==> src/rtl/var_dly_line.sv <==
// var_dly_line: runtime-programmable sample delay line for one receive channel.
// Each accepted sample is written into a circular RAM and re-emitted exactly
// D accepted samples later. D is reloadable at run time. A fill counter makes
// sure stale RAM contents are never flagged valid after reset, load or flush.
module var_dly_line #(
  parameter int DW       = 12,
  parameter int DEPTH    = 64,
  parameter int DLY_INIT = 16,
  parameter int AW       = $clog2(DEPTH)
) (
  input  logic          clk,
  input  logic          rst_n,
  input  logic [DW-1:0] iData,
  input  logic          iValid,
  input  logic [AW:0]   iDly,
  input  logic          iDlyLd,
  input  logic          iFlush,
  output logic [DW-1:0] oData,
  output logic          oValid,
  output logic          oPrimed
);

  typedef enum logic {
    S_FILL = 1'b0,
    S_RUN  = 1'b1
  } state_t;

  state_t        r_state;
  state_t        w_state_nxt;

  // Delay, fill count and write pointer (address stage, p0)
  logic [AW:0]   r_dly;
  logic [AW:0]   w_dly_nxt;
  logic [AW:0]   r_fcnt;
  logic [AW:0]   w_fcnt_nxt;
  logic [AW-1:0] r_wp_p0;
  logic [AW-1:0] w_rp_p0;
  logic          w_reload;
  logic          w_vld_p0;

  // Sample storage; deliberately not reset
  logic [DW-1:0] r_mem [DEPTH];

  // Registered output stage (p1)
  logic [DW-1:0] r_data_p1;
  logic          r_vld_p1;
  logic          r_primed_p1;

  // A delay of 0 is meaningless and anything above DEPTH cannot be stored,
  // so requests are forced into 1..DEPTH.
  function automatic logic [AW:0] clamp_dly(input logic [AW:0] dly);
    if (dly == '0) begin
      return (AW+1)'(1);
    end
    if (dly > (AW+1)'(DEPTH)) begin
      return (AW+1)'(DEPTH);
    end
    return dly;
  endfunction

  // Read address is D entries behind the write pointer. Only the low AW bits
  // of D take part, so D = DEPTH reads the slot about to be overwritten,
  // which the read-before-write RAM returns as the DEPTH-old sample.
  function automatic logic [AW-1:0] rd_addr(input logic [AW-1:0] wp,
                                            input logic [AW:0]   dly);
    return wp - dly[AW-1:0];
  endfunction

  assign w_rp_p0  = rd_addr(r_wp_p0, r_dly);
  assign w_reload = iDlyLd | iFlush;

  // A valid output needs an accepted sample, a fully primed buffer, and no
  // load/flush in the same cycle (which restarts the fill).
  assign w_vld_p0 = iValid & (r_state == S_RUN) & ~w_reload;

  // Next-state, next delay and next fill count
  always_comb begin
    w_dly_nxt   = iDlyLd ? clamp_dly(iDly) : r_dly;
    w_fcnt_nxt  = r_fcnt;
    w_state_nxt = r_state;
    if (w_reload) begin
      // A sample accepted together with the load/flush is the first of the
      // new fill; with D = 1 that alone primes the buffer.
      w_fcnt_nxt  = iValid ? (AW+1)'(1) : '0;
      w_state_nxt = (iValid && (w_dly_nxt == (AW+1)'(1))) ? S_RUN : S_FILL;
    end else begin
      case (r_state)
        S_FILL: begin
          if (iValid) begin
            w_fcnt_nxt = r_fcnt + (AW+1)'(1);
            if (w_fcnt_nxt == r_dly) begin
              w_state_nxt = S_RUN;
            end
          end
        end
        S_RUN: begin
          // Fill count stays saturated at D while running
          w_fcnt_nxt = r_fcnt;
        end
        default: begin
          w_state_nxt = S_FILL;
        end
      endcase
    end
  end

  // State register, delay, fill count and write pointer
  always_ff @(posedge clk or negedge rst_n) begin
    if (!rst_n) begin
      r_state <= S_FILL;
      r_dly   <= (AW+1)'(DLY_INIT);
      r_fcnt  <= '0;
      r_wp_p0 <= '0;
    end else begin
      r_state <= w_state_nxt;
      r_dly   <= w_dly_nxt;
      r_fcnt  <= w_fcnt_nxt;
      if (iValid) begin
        r_wp_p0 <= r_wp_p0 + AW'(1);
      end
    end
  end

  // Circular buffer write; every accepted sample is stored, even during fill
  always_ff @(posedge clk) begin
    if (iValid) begin
      r_mem[r_wp_p0] <= iData;
    end
  end

  // Output stage: RAM read (old content on same address), valid and primed
  always_ff @(posedge clk or negedge rst_n) begin
    if (!rst_n) begin
      r_data_p1   <= '0;
      r_vld_p1    <= 1'b0;
      r_primed_p1 <= 1'b0;
    end else begin
      if (iValid) begin
        r_data_p1 <= r_mem[w_rp_p0];
      end
      r_vld_p1    <= w_vld_p0;
      r_primed_p1 <= (w_state_nxt == S_RUN);
    end
  end

  assign oData   = r_data_p1;
  assign oValid  = r_vld_p1;
  assign oPrimed = r_primed_p1;

endmodule
==> config.mk <==
export PLATFORM = sky130hd
export DESIGN_NAME = var_dly_line
export DESIGN_NICKNAME = d
export VERILOG_FILES = /design/src/rtl/var_dly_line.sv
export SDC_FILE = /design/constraint.sdc
export NUM_CORES = 1
export LEC_CHECK = 0
export CORE_UTILIZATION = 68
export DETAILED_ROUTE_END_ITERATION = 8
export DONT_BUFFER_PORTS = 1
export GPL_ROUTABILITY_DRIVEN = 0
export PLACE_DENSITY = 0.84
export SLEW_MARGIN = 10
export SYNTH_ARGS = -nofsm -noshare
export SYNTH_HDL_FRONTEND = slang
export SYNTH_SLANG_ARGS = --single-unit
export TNS_END_PERCENT = 1
==> constraint.sdc <==
create_clock -name clk -period 6.5 [get_ports clk]
set_input_delay 0.65 -clock clk [delete_from_list [all_inputs] [get_ports clk]]
set_output_delay 0.65 -clock clk [all_outputs]
set_load 0.005 [all_outputs]
After elaboration in Yosys (flattened, before gate mapping)
Memories as Yosys holds them, arrays and structs flattened. A register that Yosys moved wholly into a read port is not among the register bits.
Cells that the tools add are included.
Widths: inputs -> output; s select.
{"block": "op_classes", "add_sub_neg": 3, "order_cmp": 1, "n_eq_ne": 4, "mux": 19, "bitwise": 5, "reduce_logical": 4}
{"op": "$mux 7", "count": 8}
{"op": "$mux 1", "count": 11}
{"op": "$add 7x1->7 const B", "count": 1}
{"op": "$eq 7x1->1 const B", "count": 1}
{"op": "$eq 7x7->1", "count": 1}
{"op": "$gt 7x7->1 const B", "count": 1}
{"op": "$logic_not 7->1", "count": 1}
{"op": "$add 6x1->6 const B", "count": 1}
{"op": "$sub 6x6->6", "count": 1}
{"op": "$ne 3x3->1 const B", "count": 1}
{"op": "$and 1x1->1", "count": 2}
{"op": "$ne 2x2->1 const B", "count": 1}
{"op": "$not 1->1", "count": 2}
{"op": "$reduce_and 2->1", "count": 1}
{"op": "$logic_and 1x1->1", "count": 1}
{"op": "$logic_not 1->1", "count": 1}
{"op": "$or 1x1->1", "count": 1}
{"block": "totals", "reg_bits": 22, "ramBits": 768, "out_inout_bits": 14, "word_cells": 42, "mem_count": 1}
{"memory": "r_mem", "words": 64, "word_bits": 12, "rd": 1, "rd_clocked_by_memory_dff": 1, "write_ports": 1, "line": "42", "source": "logic [DW-1:0] r_mem [DEPTH];"}

Longest topological paths before layout
Gate-level depths: netlist of run 1.
{"block": "depth", "depth_word": 10, "depth_mapped": 11, "depth_no_buf": 10}

Least setup slack after synthesis of run 1
Ideal clock, no wire load.
{"block": "synth_timing", "path_type": "register -> register", "start": "register r_wp_p0[0]", "end": "register r_data_p1[10], in the netlist oData[10] (read register of r_mem)", "t_arrival_ns": 2.879, "required_ns": 6.375, "path_slack_ns": 3.496, "path_stages_with_launch": 10, "n_path_buf": 1, "period_less_slack_ns": 3.004, "path_cell_list": "dfrtp_1 -> inv_1 -> ha_1 -> fa_1 -> xnor2_2 -> buf_2 -> mux4_2 -> mux4_2 -> nor3_1 -> nor3_1"}
{"block": "synth_via", "elab_chain_len": 1}
{"element": "start: declaration", "line": "36", "source": "logic [AW-1:0] r_wp_p0;"}
{"element": "start signal: assignment", "line": "119", "source": "r_wp_p0 <= r_wp_p0 + AW'(1);"}
{"element": "$sub 6x6->6", "line": "66", "source": "return wp - dly[AW-1:0];"}
{"element": "end: declaration", "line": "45", "source": "logic [DW-1:0] r_data_p1;"}
No other way between the ends.
A chain may end at the register's enable or synchronous reset.

Worst setup path in the final report of run 1
{"block": "layout_timing", "start": "register r_wp_p0[0]", "end": "register r_data_p1[6], in the netlist oData[6] (read register of r_mem)"}
The elaborated chain is that of the path after synthesis.

==> flow_summary_export.csv, run 1 <==
group,metric,value,unit
status,outcome,"completed",
timing,layout_min_cycle_time,4.89,ns
setup_path,reg2reg_to,"oData[6]",
clock_network,clkTransAtPathRegs,0.07,ns
setup_path,cp_data_arrival_time,5.33,ns
synthesis,yosys-top-cells-area,"edfxtp_1, mux4_2, dfrtp_1, nand2_1, nor2_1",
drt,wl,81900,um
synthesis,synth_edf_count,768,
timing,post-route-period-util,0.752,
global_routing,grt_max_degree,115,
global_routing,grt_usage,0.364,
synthesis,synth_commonest_cells,"edfxtp_1, mux4_2, nand2_1",
floorplan,die_h,216,um
setup_path,reg2regPathDepth,11,
timing,fin_ws,1.61,ns
synthesis,synthDistinctLibCells,44,
worst_hold_path,min_path_type,"input port to flop",
drt,wl_per_cell,37.1,um
timing,slew_violations,0,
setup_path,cp-end-kind,"flop",
timing,rsz0062_at_grt,"false",
timing,finalHoldViolCount,0,
placement,hpwl,41700,um
timing,tns,0,ns
worst_hold_path,worst_hold_path.endpoint,"r_dly[4]",
synthesis,yosys.area_share.simple,0.0382,
synthesis,synth_top_family_by_area,"multiplexers",
job,max-cap-violations,0,
clock_network,cts_tree,"yes",
synthesis,syn-cell-area,31300,um^2
setup_path,critPathMaxFanout,22,
floorplan,ios,38,
synthesis,ys_ff_latch,802,
drt,drt_pass1_iterations,6,
drt,wl_met1,27400,um
drt,dr_wl_met2,39200,um
timing,holdWs,0.113,ns
layout,syn2layout_area_growth,10.5,%
synthesis,synth-xor-area-share,0.00644,
worst_hold_path,timing.hold.worst_path_depth,1,
drt,postRouteAntennaNets,0,
floorplan,dieArea,46900,um^2
setup_path,required,6.94,ns
timing,slew_headroom,0.118,
drt,highest_layer,"met5",
layout,fin_nets,1587,
synthesis,muxShareOfSynthArea,0.159,
timing,tightest_slew,1.32,ns
clock_network,cts_inserted_buffers,76,
floorplan,die_x,216,um
placement,portBuffers,0,
drt,drc,0,
synthesis,avgSynthCellArea,20.7,um^2
synthesis,synth_nets,1540,
setup_path,cp-start-kind,"flop",
synthesis,synthCells,1508,
setup_path,setup.worst_path.class,"flop to flop",
power,p_per_area,487,nW/um^2
power,leakage,10.9,nW
synthesis,ys.flop_type,"edfxtp_1",
timing,finalSetupViolCount,0,
drt,dr_wl_met3,11000,um
setup_path,rr_startpoint,"r_wp_p0[0]",
setup_path,rrSetupSlack,1.61,ns
global_routing,grt_overflow,0,
global_routing,grt_pass1_wl,118000,um
global_routing,grt_pass1_vias,16700,
timing,clock_skew,0.0369,ns
drt,vias,16800,
timing,max_freq,205,MHz
clock_network,clk_latency,0.63,ns
synthesis,yosysMostFrequentCell,"edfxtp_1",
placement,pre_cts_ws,2.11,ns
drt,drtIter0Drc,2866,
floorplan,num_rows,78,
synthesis,synth_compound_area_frac,0.0162,
clock_network,cts-root-buf,"clkbuf_16",
synthesis,seq_area_frac_synth,0.765,
worst_hold_path,hold_start,"iDly[6]",
synthesis,synth_top_area_share,0.737,
floorplan,start_util,0.689,
synthesis,synth-adder-area-share,0.00344,
layout,layout-drive-gt1-share,0.241,
drt,viasPerCell,7.58,
global_routing,antenna_found_initial,5,
synthesis,async_reset_ff_frac,0.0424,
floorplan,coreArea,45400,um^2
clock_network,cts.sinks,802,
synthesis,synth_area_leader_cell,"edfxtp_1",
clock_network,htree_levels,3,
power,max-vdd-ir-drop,0.428,mV
clock_network,cts_buffer_depth,3,
synthesis,yosys_warnings,0,
-- registers in the layout, indices dropped and copies added, names as in the netlist --
register / cells
oPrimed: 1
r_mem: 768
r_fcnt: 7
oData: 12
r_dly: 7
r_wp_p0: 6
oValid: 1
-- layout make-up --
type                    instances  area, um^2
clock buffers                  97        2090
diodes                          1        2.50
multi-input cells             619        7080
fillers                      2161       10800
flip-flops and latches        802       23900
well taps                     600         751
clock inverters                36         260
repair buffers                 47         418
inverters                       9        33.8
-- worst max-delay path, cell delays in order, from the launching register on --
cell	delay, ns
dfrtp_1	0.53
inv_1	0.15
ha_4	0.19
fa_4	0.49
nand2b_1	0.18
a21oi_1	0.42
xor2_2	0.12
buf_4	0.29
nor2_1	0.95
nand3_1	0.31
a41oi_1	0.86
nor3_1	0.21
-- power by group --
| group | internal [W] | total (W) | switching, W |
|---|---|---|---|
| Clock | 0.00242 | 0.00429 | 0.00187 |
| Combinational | 0.00257 | 0.00645 | 0.00387 |
| Sequential | 0.00590 | 0.00609 | 0.000194 |
-- cell usage in the layout (no fill, tap or decap), drive strengths merged, types with 3 or more instances in the layout --
master  count
o22ai      16
xor2        7
clkbuf     97
clkinv     31
a211oi      6
ha          7
mux4      212
a32oi       4
bufinv      4
nand3      34
a21oi      18
xnor2      13
buf        46
dfrtp      33
nor2       95
or3         5
o21ai      17
inv         9
a31oi       9
nor3       19
nand4       4
a41oi       7
edfxtp    768
mux2i      13
nand2b      4
mux2        6
nand2     103
nor4        3
-- metal layers --
layer  up-vias  track usage
li1       6271            -
met1      8470        0.496
met2      1704        0.567
met3       310       0.0953
met4         2        0.161
met5         -            0
-- how the worst max path moves through the flow --
stage	start	endpoint	slack (ns)	cells past startpoint
after detailed placement	r_wp_p0[0]	oData[4]	2.11	11
after global placement	r_wp_p0[0]	oData[4]	2.39	11
after CTS	r_wp_p0[0]	oData[6]	1.88	11
after global routing	r_wp_p0[0]	oData[6]	1.65	11
final	r_wp_p0[0]	oData[6]	1.61	11
after floorplan	r_wp_p0[0]	oData[10]	3.50	9
-- cell families after synthesis --
| kind of cell | Yosys count |
|---|---|
| mux | 231 |
| buf+inv | 87 |
| xor+xnor | 20 |
| simple gates | 279 |
| flops | 802 |
| compound gates | 81 |
| fa+ha+maj | 8 |
-- through the flow --
| stage | utilization | total power (W) | instances | area (um^2) |
|---|---|---|---|---|
| final | 0.761 | 0.0168 | 2211 | 34500 |
| after detailed placement | 0.709 | 0.0122 | 2075 | 32200 |
| after CTS | 0.761 | 0.0166 | 2210 | 34500 |
| after floorplan | - | 0.0103 | 1508 | 31300 |
| after global routing | 0.761 | 0.0172 | 2210 | 34500 |
| after global placement | 0.708 | 0.0120 | 2075 | 32100 |
-- repair_timing --
action                                 in CTS  in global routing
resized for setup                           0                  0
endpoints found under the hold margin      34                  0
hold buffers                                2                  0
buffers inserted                            0                  0
Power figures use the tool's default switching activity.
==> run 2, diff against run 1 <==
- CORE_UTILIZATION: 68 -> 57
- PLACE_DENSITY: 0.84 -> 0.75
- clock period: 6.5 -> 4 ns (I/O delays scaled with it)
==> flow_summary_export.csv, run 2 (same netlist as run 1, synthesis figures left out) <==
group,metric,value,unit
clock_network,clk_latency,0.63,ns
clock_network,cts-root-buf,"clkbuf_16",
floorplan,num_rows,85,
layout,multi_input_area,7060,um^2
clock_network,cts_tree,"yes",
timing,holdWs,0.0378,ns
clock_network,htree_levels,3,
setup_path,worst-path-buf-inv,2,
setup_path,critPathMaxFanout,31,
floorplan,die_x,236,um
layout,layout-drive-gt1-share,0.271,
clock_network,cts.sinks,802,
power,p_per_area,774,nW/um^2
layout,regArea,23900,um^2
drt,drt_pass1_iterations,6,
layout,max_flop_register,"r_mem",
global_routing,antenna_found_initial,0,
drt,wl,74000,um
setup_path,slowest_delay,0.59,ns
timing,tns,0,ns
timing,rsz0062_at_grt,"false",
drt,drtIter0Drc,2012,
global_routing,grt_pass1_wl,108000,um
layout,final_common_cell,"edfxtp_1",
layout,insertedDiodeCount,0,
layout,syn2layout_area_growth,14.3,%
status,outcome,"completed",
layout,fin_nets,1675,
power,max-vdd-ir-drop,0.767,mV
timing,finalHoldViolCount,0,
layout,mostFrequentLayoutCells,"edfxtp_1, mux4_2, nand2_1, buf_4, nor2_1",
floorplan,ios,38,
placement,hpwl,41200,um
drt,postRouteAntennaNets,0,
power,leakage,11.5,nW
setup_path,setup.worst_path.class,"flop to flop",
setup_path,cp-start-kind,"flop",
timing,clock_skew,0.0322,ns
drt,viasPerCell,6.60,
floorplan,coreArea,54000,um^2
global_routing,use_met1,0.372,
setup_path,cp_top_family,"multiplexers",
timing,slew_violations,0,
job,max-cap-violations,0,
drt,wl_per_cell,30.8,um
timing,tightest_slew,0.978,ns
global_routing,grt_overflow,0,
global_routing,grt_max_degree,65,
worst_hold_path,min_path_type,"input port to flop",
floorplan,dieArea,55800,um^2
drt,vias,15800,
timing,max_freq,259,MHz
timing,post-route-period-util,0.967,
drt,drc,0,
clock_network,cts-resized-gates,0,
clock_network,cts_buffer_depth,3,
layout,nFillCells,3350,
power,total_power,0.0277,W
layout,largest_register_ff_count,768,
setup_path,cp-end-kind,"flop",
placement,portBuffers,0,
setup_path,cp_data_arrival_time,4.34,ns
floorplan,start_util,0.579,
global_routing,grt.met2_usage,0.417,
setup_path,crit_slowest_cell,"mux4_2",
timing,finalSetupViolCount,0,
global_routing,use_met3,0.0786,
clock_network,clkTransAtPathRegs,0.06,ns
setup_path,cp_cell_sequence,"inv_1 > ha_4 > fa_4 > xnor2_4 > buf_4 > mux4_2 > mux2_2 > o21ai_0 > a211oi_1",
timing,slew_headroom,0.347,
floorplan,die_h,236,um
global_routing,busiest_layer,"met2",
clock_network,cts_inserted_buffers,77,
global_routing,grt_usage,0.273,
setup_path,required,4.47,ns
timing,layout_min_cycle_time,3.87,ns
global_routing,grt_pass1_vias,16000,
-- run 2: cell types whose count changed in the layout (fill, tap and decap cells not counted), sizes merged, moves of 3 or more --
cell / previous run / this run
bufinv: 4 / 7
inv: 9 / 12
buf: 46 / 125
dlygate4sd3: 1 / 9
clkinv: 31 / 27
clkbuf: 97 / 101
-- run 2: worst register-to-register path, stage by stage, from the launching register on --
cell and delay (ns):
dfrtp_1 0.46, inv_1 0.12, ha_4 0.18, fa_4 0.48
xnor2_4 0.25, buf_4 0.57, mux4_2 0.62, mux2_2 0.30
o21ai_0 0.58, a211oi_1 0.18
-- run 2: layer usage --
metal,vias up,share of wire
met5,-,0
met4,0,0.040
met3,158,0.12
met2,1009,0.47
met1,8190,0.37
li1,6470,-
-- run 2: timing repair --
action | in CTS | in global routing
hold buffers | 22 | 0
setup buffers | 0 | 0
hold endpoints to repair | 820 | 0
-- run 2: final timing paths --
check	start	end	slack [ns]	cells after the start
max	r_wp_p0[0]	oData[5]	0.13	9
min	iValid	oData[8]	0.04	2
max reg2reg	r_wp_p0[0]	oData[5]	0.13	9
min reg2reg	r_dly[6]	r_dly[6]	0.57	1
max in group asynchronous	rst_n	r_dly[4]	3.39	2
min in group asynchronous	rst_n	oData[8]	0.30	2
-- run 2: cell type report --
class | instances | share of cell area
clock buffers | 101 | 0.0582
clock inverters | 38 | 0.0104
inverters | 9 | 0.000945
multi-input cells | 619 | 0.198
flip-flops and latches | 802 | 0.669
well taps | 696 | 0.0244
repair buffers | 134 | 0.0393
-- run 2: power by group --
part	switching, W	internal, W	leakage, nW	total [W]
combinational	0.00600	0.00469	2.98	0.0107
clock	0.00302	0.00412	1.19	0.00714
sequential	0.000235	0.00958	7.33	0.00982
total	0.00925	0.0184	11.5	0.0277
-- run 2: through the flow --
stage / utilization / worst slack (ns) / instances / area [um^2]
floorplan: - / 0.996 / 1508 / 31300
global placement: 0.608 / 0.246 / 2238 / 32800
detailed placement: 0.608 / 0.137 / 2238 / 32800
CTS: 0.662 / 0.171 / 2399 / 35700
global route: 0.662 / 0.107 / 2399 / 35700
finish: 0.662 / 0.133 / 2399 / 35700
==> edit, RTL diff (settings of run 1) <==
Set the parameter `DW` to 10 (it was 12).
--- a/src/rtl/var_dly_line.sv
+++ b/src/rtl/var_dly_line.sv
@@ -5,3 +5,3 @@
 module var_dly_line #(
-  parameter int DW       = 12,
+  parameter int DW       = 10,
   parameter int DEPTH    = 64,
Interface: changed (resized iData and oData); port bits go from 38 to 34. The function was not compared with the original's and may differ.
==> edit against run 1 <==
Critical path depth did not move; worst hold slack gained 0.038 ns; cell area decreased by 16%; sequential cell count shrank 130; power fell by 16%; non-clock buffer count down 32; area after synthesis down 15%; setup slack gained 0.28 ns; first-iteration DRC count down 33%; count of clock-buffer cells in the layout decreased by 9; maximum frequency is 6.0% higher; wire length shrank 23%; critical path type unchanged.
==> edit: results <==
metrics = {
    "global_routing": {
        "grt_pass1_wl_um": 92700,
        "antenna_found_initial": 2,
        "grtUsageTotal_pct": 33.5,
    },
    "layout": {
        "instances_no_fill": 1925,
        "largest_register_ffs": 640,
        "drive_gt1_share_pct": 20.8,
        "antennaDiodeCount": 0,
    },
    "yosys": {
        "ys_types": 48,
        "synth.area.top_cells": "edfxtp_1, mux4_2, dfrtp_1",
        "synth_adder_area_share_pct": 0.406,
        "synth.top_cells.by_count": "edfxtp_1, mux4_2, nand2_1, nor2_1, nand3_1",
        "synthArstFlopShare_pct": 4.76,
        "synth_compound_area_share_pct": 1.92,
        "synth_cells": 1364,
        "yosysTopAreaCellShare_pct": 72.4,
        "synth_edf_count": 640,
        "synth.area.mux_share_pct": 14.6,
    },
    "setup_path": {
        "worstPathMaxFanout": 20,
        "worstPathArrival_ns": 5.10,
        "crit_end": "oData[7]$_DFFE_PN0P_",
    },
    "power_and_ir_drop": {
        "power_frac_clock_pct": 26.0,
        "ir_drop_mv": 0.438,
        "p_leak_nw": 9.30,
        "comb_power_mw": 5.38,
        "p_sw_share_pct": 35.1,
    },
    "drt": {
        "dr.pass1.iters": 5,
        "vias": 14000,
        "dr.first_iter.drc_count": 1930,
    },
    "placement": {
        "dp_hpwl_um": 33800,
    },
    "clocking": {
        "numCtsBuffers": 66,
        "worstSkewPairLatency_ns": 0.60,
    },
    "status": {
        "status": "complete, no violations",
    },
    "timing": {
        "tightest_slew_ns": 1.19,
    },
}
==> edit: cell types whose count changed in the layout (fill, tap and decap cells not counted), moves of 8 or more <==
cell,before,now
a22o_1,0,8
o22ai_1,16,5
clkinv_1,18,6
nor3_1,19,2
nand3_1,34,61
edfxtp_1,768,640
nor2b_1,2,14
buf_4,41,11
mux4_2,212,167
a21oi_1,17,9
clkbuf_16,81,71
nand2_1,103,126
nor2_2,11,1
==> edit: per-layer routing <==
| layer | up-vias | routed length (um) | track usage, % |
|---|---|---|---|
| li1 | 5482 | - | - |
| met1 | 7071 | 21400 | 43.8 |
| met2 | 1223 | 31400 | 53.9 |
| met3 | 245 | 7180 | 7.22 |
| met4 | 2 | 3470 | 17.4 |
| met5 | - | 13 | 0 |
==> edit: worst max-delay path, stage by stage, from the launching register on <==
cell      delay [ns]
dfrtp_1         0.53
inv_1           0.17
ha_4            0.20
fa_4            0.51
xnor2_4         0.74
buf_4           0.45
mux4_2          0.55
nor2b_1         0.15
a211oi_1        0.32
a211oi_1        0.19
or3_1           0.45
a31o_1          0.24
==> edit: how the worst min path moves through the flow <==
stage              from                     end  slack [ns]  cells past startpoint
2_1_floorplan     rst_n    oData[0]$_DFFE_PN0P_        0.35                      0
3_3_place_gp      rst_n      r_dly[3]$_DFF_PN0_        0.36                      0
3_5_place_dp      rst_n       oPrimed$_DFF_PN0_        0.36                      0
4_1_cts         iDly[6]      r_dly[4]$_DFF_PN1_        0.11                      1
5_1_grt        iData[6]  r_mem[20][6]$_DFFE_PP_        0.14                      0
6_report       iData[6]  r_mem[20][6]$_DFFE_PP_        0.15                      0
==> edit: layout make-up <==
class	count	area, um^2
fillers	1952	8870
well taps	511	639
clock inverters	26	185
flip-flops and latches	672	20000
repair buffers	15	153
inverters	9	33.8
multi-input cells	604	6240
clock buffers	88	1880
